## config.mk

```make
export PLATFORM = sky130hd
export DESIGN_NAME = store_commit_buffer
export DESIGN_NICKNAME = d
export VERILOG_FILES = /design/src/rtl/store_commit_buffer.sv
export SDC_FILE = /design/constraint.sdc
export NUM_CORES = 1
export LEC_CHECK = 0
export CELL_PAD_IN_SITES_DETAIL_PLACEMENT = 1
export CELL_PAD_IN_SITES_GLOBAL_PLACEMENT = 2
export CORE_AREA = 3 3 192 194
export DETAILED_ROUTE_END_ITERATION = 10
export DIE_AREA = 0 0 195 197
export PLACE_DENSITY_LB_ADDON = 0.1
export SYNTH_ARGS = -nofsm -noshare
export SYNTH_HDL_FRONTEND = slang
export SYNTH_SLANG_ARGS = --single-unit
```

## constraint.sdc

```tcl
create_clock -name clock -period 6.3 [get_ports clock]
set_clock_uncertainty 0.2 [all_clocks]
set_input_delay 1.26 -clock clock [delete_from_list [all_inputs] [get_ports clock]]
set_output_delay 1.26 -clock clock [all_outputs]
set_load 0.05 [all_outputs]
```

## src/rtl/store_commit_buffer.sv

```systemverilog
// Committed-store buffer: takes retiring stores from the speculative SQ head,
// drains them in order to the D-cache, and flags loads that alias a buffered store.
module store_commit_buffer #(
    parameter int unsigned CB_DEPTH = 4,
    parameter int unsigned ADDR_W   = 32,
    parameter int unsigned DATA_W   = 32
) (
    input  logic                              clock,
    input  logic                              reset,
    input  logic                              is_store,
    output logic                              store_accepted,
    input  logic                              sq_head_valid,
    input  logic [ADDR_W-1:0]                 sq_head_addr,
    input  logic [DATA_W-1:0]                 sq_head_data,
    input  logic [1:0]                        sq_head_size,
    output logic                              sq_pop,
    output logic                              dc_req_valid,
    output logic [ADDR_W-1:0]                 dc_req_addr,
    output logic [DATA_W-1:0]                 dc_req_data,
    output logic [1:0]                        dc_req_size,
    input  logic                              dc_req_ack,
    input  logic [ADDR_W-1:0]                 ld_addr,
    output logic                              ld_hit,
    output logic [$clog2(CB_DEPTH+1)-1:0]     cb_count,
    output logic                              cb_empty
);

    localparam int unsigned PTR_W = $clog2(CB_DEPTH);
    localparam int unsigned CNT_W = $clog2(CB_DEPTH + 1);

    typedef enum logic {
        IDLE  = 1'b0,
        ISSUE = 1'b1
    } state_t;

    state_t              state;
    state_t              state_nxt;
    logic [ADDR_W-1:0]   ent_addr [CB_DEPTH];
    logic [DATA_W-1:0]   ent_data [CB_DEPTH];
    logic [1:0]          ent_size [CB_DEPTH];
    logic [CB_DEPTH-1:0] ent_valid;
    logic [PTR_W-1:0]    head;
    logic [PTR_W-1:0]    tail;
    logic [CNT_W-1:0]    count;
    logic [CNT_W-1:0]    count_nxt;
    logic                enq;
    logic                deq;
    logic                unused_ld_lsb;

    // Full check uses only the registered count so the ack stays off the retire path.
    assign enq            = is_store & sq_head_valid & (count < CNT_W'(CB_DEPTH));
    assign deq            = (state == ISSUE) & dc_req_ack;
    assign count_nxt      = count + CNT_W'(enq) - CNT_W'(deq);
    assign store_accepted = enq;
    assign sq_pop         = enq;
    assign cb_count       = count;
    assign cb_empty       = (count == '0);
    assign unused_ld_lsb  = ^ld_addr[1:0];

    // Request fields come straight from the head entry while issuing.
    assign dc_req_addr = dc_req_valid ? ent_addr[head] : '0;
    assign dc_req_data = dc_req_valid ? ent_data[head] : '0;
    assign dc_req_size = dc_req_valid ? ent_size[head] : '0;

    always_comb begin
        state_nxt = state;
        case (state)
            IDLE:    if (count != '0) state_nxt = ISSUE;
            ISSUE:   if (deq) state_nxt = (count_nxt != '0) ? ISSUE : IDLE;
            default: state_nxt = IDLE;
        endcase
    end

    // Word-granular alias check; an entry being written this cycle is not yet valid.
    always_comb begin
        ld_hit = 1'b0;
        for (int i = 0; i < int'(CB_DEPTH); i++) begin
            if (ent_valid[i] && (ent_addr[i][ADDR_W-1:2] == ld_addr[ADDR_W-1:2])) begin
                ld_hit = 1'b1;
            end
        end
    end

    always_ff @(posedge clock or negedge reset) begin
        if (!reset) begin
            state        <= IDLE;
            dc_req_valid <= 1'b0;
            head         <= '0;
            tail         <= '0;
            count        <= '0;
            ent_valid    <= '0;
            for (int i = 0; i < int'(CB_DEPTH); i++) begin
                ent_addr[i] <= '0;
                ent_data[i] <= '0;
                ent_size[i] <= '0;
            end
        end else begin
            state        <= state_nxt;
            dc_req_valid <= (state_nxt == ISSUE);
            count        <= count_nxt;
            if (enq) begin
                ent_addr[tail]  <= sq_head_addr;
                ent_data[tail]  <= sq_head_data;
                ent_size[tail]  <= sq_head_size;
                ent_valid[tail] <= 1'b1;
                tail            <= tail + PTR_W'(1);
            end
            if (deq) begin
                ent_valid[head] <= 1'b0;
                head            <= head + PTR_W'(1);
            end
        end
    end

endmodule

```

Yosys cells after proc, flatten, opt, wreduce, memory -nomap -nowiden
Cells that the tools add are included.
{"block": "classes", "bitwise": 9, "n_eq_ne": 4, "muxes": 33, "n_lt_le_gt_ge": 8, "n_addsub": 4, "reduce_logical": 10}
{"cell": "$bwmux 128", "count": 2}
{"cell": "$mux 32", "count": 7}
{"cell": "$bmux 32 s2", "count": 2}
{"cell": "$eq 30x30->1", "count": 4}
{"cell": "$demux 32 s2", "count": 1}
{"cell": "$mux 1", "count": 9}
{"cell": "$bwmux 8", "count": 1}
{"cell": "$mux 2", "count": 4}
{"cell": "$mux 4", "count": 2}
{"cell": "$logic_and 1x1->1", "count": 7}
{"cell": "$ge 3x3->1 const B", "count": 2}
{"cell": "$lt 2x3->1 const B", "count": 2}
{"cell": "$not 2->3", "count": 2}
{"cell": "$reduce_bool 3->1", "count": 2}
{"cell": "$add 2x1->2 const B", "count": 2}
{"cell": "$and 4x4->4", "count": 1}
{"cell": "$bmux 2 s2", "count": 1}
{"cell": "$demux 1 s2", "count": 2}
{"cell": "$demux 2 s2", "count": 1}
{"cell": "$ge 2x1->1 const B", "count": 2}
{"cell": "$not 4->4", "count": 1}
{"cell": "$or 4x4->4", "count": 1}
{"cell": "$add 3x1->3", "count": 1}
{"cell": "$and 1x1->1", "count": 3}
{"cell": "6 further kinds", "count": 6}
{"block": "word_totals", "elab_cells": 85, "inputBits": 103, "out_inout_bits": 74, "register_bits": 276}

Longest topological paths before layout
Gate-level depths: netlist of the first run.
{"block": "depth", "depth_word": 8, "depth_mapped": 10, "ltp_nobuf": 9}

Worst setup path after synthesis of the first run
OpenSTA, ideal clock, no wires.
{"block": "synth_path", "path_kind": "in2out", "startpoint": "input port ld_addr[7]", "endpoint": "output port ld_hit", "n_path_buf": 1, "t_arrival_ps": 2489, "required_ps": 4840, "setup_slack_ps": 2351, "cell_stages": 6, "path_cell_list": "clkbuf_1 -> xnor2_1 -> nand4_1 -> nor4_1 -> nand4_1 -> nand4_1"}
{"block": "synth_between", "elab_chain_cells": 6, "elab_cells_between_ends": 12, "cone_classes": "4 x eq/ne; 4 x mux; 4 x reduce/logical"}
{"item": "from (decl)", "line_no": "22", "source": "input logic [ADDR_W-1:0] ld_addr,"}
{"item": "$eq 30x30->1", "line_no": "78", "source": "if (ent_valid[i] && (ent_addr[i][ADDR_W-1:2] == ld_addr[ADDR_W-1:2])) begin"}
{"item": "$logic_and 1x1->1", "line_no": "78"}
{"item": "$mux 1 (3 in a row)", "line_no": "78"}
{"item": "$mux 1 *", "line_no": "78"}
{"item": "to (decl)", "line_no": "23", "source": "output logic ld_hit,"}
Mark *: on every way between the ends. The rest lies on a longest branch, timed or not.

Worst setup path after layout of the first run
{"block": "layout_path", "startpoint": "input port ld_addr[18]", "endpoint": "output port ld_hit"}
Same word-level chain as after synthesis.

==> results.json, run 1 <==
{
  "number_of_buffers_added_on_ports": 174,
  "cts_hold_buffers": 0,
  "synth.net_count": 1058,
  "synth_largest_area_cell": "dfrtp_1",
  "cp_data_arrival_time_ns": 3.91,
  "reg2reg_slack_ns": 2.92,
  "startpoint_type": "input pin",
  "power.density_cell_area_nw_per_um2": 640,
  "grt_pass1_wl_um": 59300,
  "final_layout_size_suffix_gt1_frac": 0.352,
  "core_area_um2": 35400,
  "layout.cell_area.non_filler_um2": 17100,
  "relSlewSlack": 0.274,
  "post_cts.resized_instances": 0,
  "detail_route.iter0.violations": 269,
  "synth_largest_type_area_fraction": 0.489,
  "post_drt_wl_per_cell_um": 24.0,
  "clock_tree_from_tritoncts": "built",
  "timing.critical_path.depth": 7,
  "cts-root-to-sink-buffers": 3,
  "viasPerCell": 5.24,
  "drt_pre_antenna_iters": 4,
  "finalNetCount": 1208,
  "final_min_period_over_clock_period": 0.852,
  "mostFrequentLayoutCell": "dfrtp_1",
  "finalWeightedCongestion": 0.776,
  "via_count": 8268,
  "std_cell_rows": 69,
  "tritoncts_num_sinks": 276,
  "cap_violations": 0,
  "synth_warnings": 0,
  "die_outline_width_um": 195,
  "first_global_vias": 9479,
  "finalMaxSlewViolations": 0,
  "critical_path_required_ns": 4.84,
  "dp.final_hpwl_um": 24700,
  "cpPeakStageDelay_ns": 0.83,
  "ff_latch_area_um2": 6920,
  "design.die.area_um2": 38400,
  "multi_input_comb_area_um2": 6810,
  "critPathMaxFanout": 4,
  "layout_min_cycle_time_ns": 5.37,
  "post_synth_main_area_contributors": "dfrtp_1 49%, mux2_2 15%, mux4_2 11%",
  "place_area_um2": 16200,
  "num_io_pins": 177,
  "hold_viol_final": 0,
  "worst_slew_pin_tran_ns": 1.09,
  "synth_area_um2": 14100,
  "leakagePower_nw": 7.40,
  "crit_path_top_delay_cell": "clkdlybuf4s50_1",
  "power.ir.vdd_worst_mv": 0.510,
  "areaGrowthSynthToFinish_pct": 21.2,
  "grt.overflow.total": 0,
  "number_of_antenna_violations_at_the_first_check_in_global_routing": 1,
  "cts.htree.levels": 1,
  "dominant_delay_contributor_by_cell_family_on_the_critical_path": "buffers and inverters",
  "postSynthCellCount": 945,
  "hold-path-cell-count": 1,
  "grt_usage": 0.199,
  "postSynthRegisterBits": 276,
  "pin_count_of_the_biggest_net_entering_global_routing": 127,
  "insertedDiodeCount": 0,
  "path_common_cell": "nand4_1",
  "postRouteAntennaNets": 0,
  "tritoncts.num_buffers": 31,
  "wl_um": 37900,
  "setup-tns-final_ns": 0,
  "setup-violations-final": 0,
  "timing.fmax_ghz": 0.186,
  "start_util": 0.399,
  "detailedPlace.worstSlack_ns": 0.897,
  "criticalPathCategory": "in2out",
  "clock_latency_ns": 0.56,
  "grt_setup_unrepaired": "no",
  "hold_path_class": "reg2reg",
  "crit_buf_inv": 2,
  "syn_avg_cell_area_um2": 14.9,
  "seq_area_frac_synth": 0.489,
  "final.fill_count": 3506,
  "clkTransAtPathRegs_ns": 0.06,
  "finalPower_mw": 11.0,
  "die_height_um": 197,
  "crit_path_cell_trace": "clkdlybuf4s50_1, xnor2_1, nand4_1, nor4_1, nand4_1, nand4_1, clkdlybuf4s50_1",
  "cts_root_buf": "clkbuf_16",
  "drc_errors": 0,
  "synthDistinctLibCells": 26,
  "layout_common_cells": "273 x dfrtp_1, 185 x mux2_2, 173 x clkdlybuf4s50_1",
  "result_of_the_run": "completed",
  "worst-r2r-cell-count": 8,
  "layout_setup_ws_ns": 0.930,
  "cts.repair_timing.setup_buffer_count": 0,
  "timing.critical_path.to_type": "primary output"
}
[sequential cells by signal, summed over array words and instances (netlist names)]
name / flops
ent_addr: 128
ent_data: 128
ent_size: 8
ent_valid: 4
cb_count: 3
head: 2
tail: 2
state: 1
[stage by stage]
step | cells | hold slack (ns) | util
after floorplan | 945 | 0.274 | -
after global placement | 1523 | 0.282 | 0.457
after detailed placement | 1523 | 0.289 | 0.457
after CTS | 1578 | 0.302 | 0.484
after global routing | 1578 | 0.312 | 0.484
final | 1578 | 0.299 | 0.484
[final cells by class]
| type | count | share of cell area |
|---|---|---|
| well taps | 461 | 0.0337 |
| repair buffers | 185 | 0.108 |
| multi-input cells | 595 | 0.398 |
| inverters | 6 | 0.00132 |
| clock buffers | 52 | 0.0540 |
| clock inverters | 3 | 0.00110 |
| flip-flops and latches | 276 | 0.404 |
[worst register-to-register path, delay by kind of cell, from the launching register on]
kind                       cells  cell delay, ns
and+or+nand+nor                4            0.98
DFF                            1            0.88
adders and majority gates      2            0.61
buffers and inverters          1            0.51
AOI/OAI and AO/OA              1            0.07
[power by group]
group | leakage [nW] | switching [mW] | total, mW | internal [mW]
logic | 3.55 | 3.08 | 5.87 | 2.79
clock network | 0.461 | 0.708 | 1.69 | 0.986
registers | 3.39 | 0.768 | 3.40 | 2.63
total | 7.40 | 4.55 | 11.0 | 6.41
[kinds of logic (layout without fill, tap and decap cells)]
group,after synthesis,count (layout),synth area share
AND/OR/NAND/NOR,120,120,0.0518
buffers and inverters,74,246,0.0314
multiplexers,331,331,0.338
XOR/XNOR,124,124,0.0769
AO/OA/AOI/OAI,10,10,0.00390
adder cells (fa/ha/maj),10,10,0.00939
flip-flops,276,276,0.489
[Yosys cell counts]
| library cell | count |
|---|---|
| a21oi_1 | 5 |
| a31oi_1 | 4 |
| and2_1 | 66 |
| buf_12 | 2 |
| buf_2 | 25 |
| buf_4 | 2 |
| buf_6 | 11 |
| buf_8 | 1 |
| clkbuf_1 | 27 |
| dfrtp_1 | 276 |
| fa_1 | 1 |
| ha_1 | 9 |
| inv_1 | 6 |
| mux2_2 | 185 |
| mux2_4 | 80 |
| mux4_2 | 66 |
| nand2_1 | 7 |
| nand2_2 | 2 |
| nand4_1 | 25 |
| nor2_2 | 1 |
| nor3_1 | 1 |
| nor4_1 | 17 |
| o21ai_0 | 1 |
| or2_2 | 1 |
| xnor2_1 | 79 |
| xor2_1 | 45 |
[per-layer routing]
metal  wire length, um  GRT usage  vias to the layer above
met2             18600      0.339                      142
met5                 7          0                        -
li1                  -          -                     3693
met1             17400      0.277                     4397
met3              1480     0.0316                       34
met4               471     0.0322                        2
[final timing paths]
kind,start,to
max,ld_addr[18],ld_hit
min reg2reg,ent_data[51]$_DFFE_PN0P_,ent_data[51]$_DFFE_PN0P_
min in group asynchronous,reset,ent_addr[42]$_DFFE_PN0P_
max in group asynchronous,reset,ent_data[99]$_DFFE_PN0P_
min,ent_data[51]$_DFFE_PN0P_,ent_data[51]$_DFFE_PN0P_
max reg2reg,state$_DFF_PN0_,state$_DFF_PN0_
No activity file was read; power rests on OpenSTA's default activity.
==> inputs of run 2 (changes only) <==
--- a/config.mk
+++ b/config.mk
@@ -11,6 +11,7 @@
 export DETAILED_ROUTE_END_ITERATION = 10
 export DIE_AREA = 0 0 195 197
 export PLACE_DENSITY_LB_ADDON = 0.1
+export SLEW_MARGIN = 20
 export SYNTH_ARGS = -nofsm -noshare
 export SYNTH_HDL_FRONTEND = slang
 export SYNTH_SLANG_ARGS = --single-unit
==> results of run 2 <==
No change in the layout: final DEF, timing and power equal those of run 1.
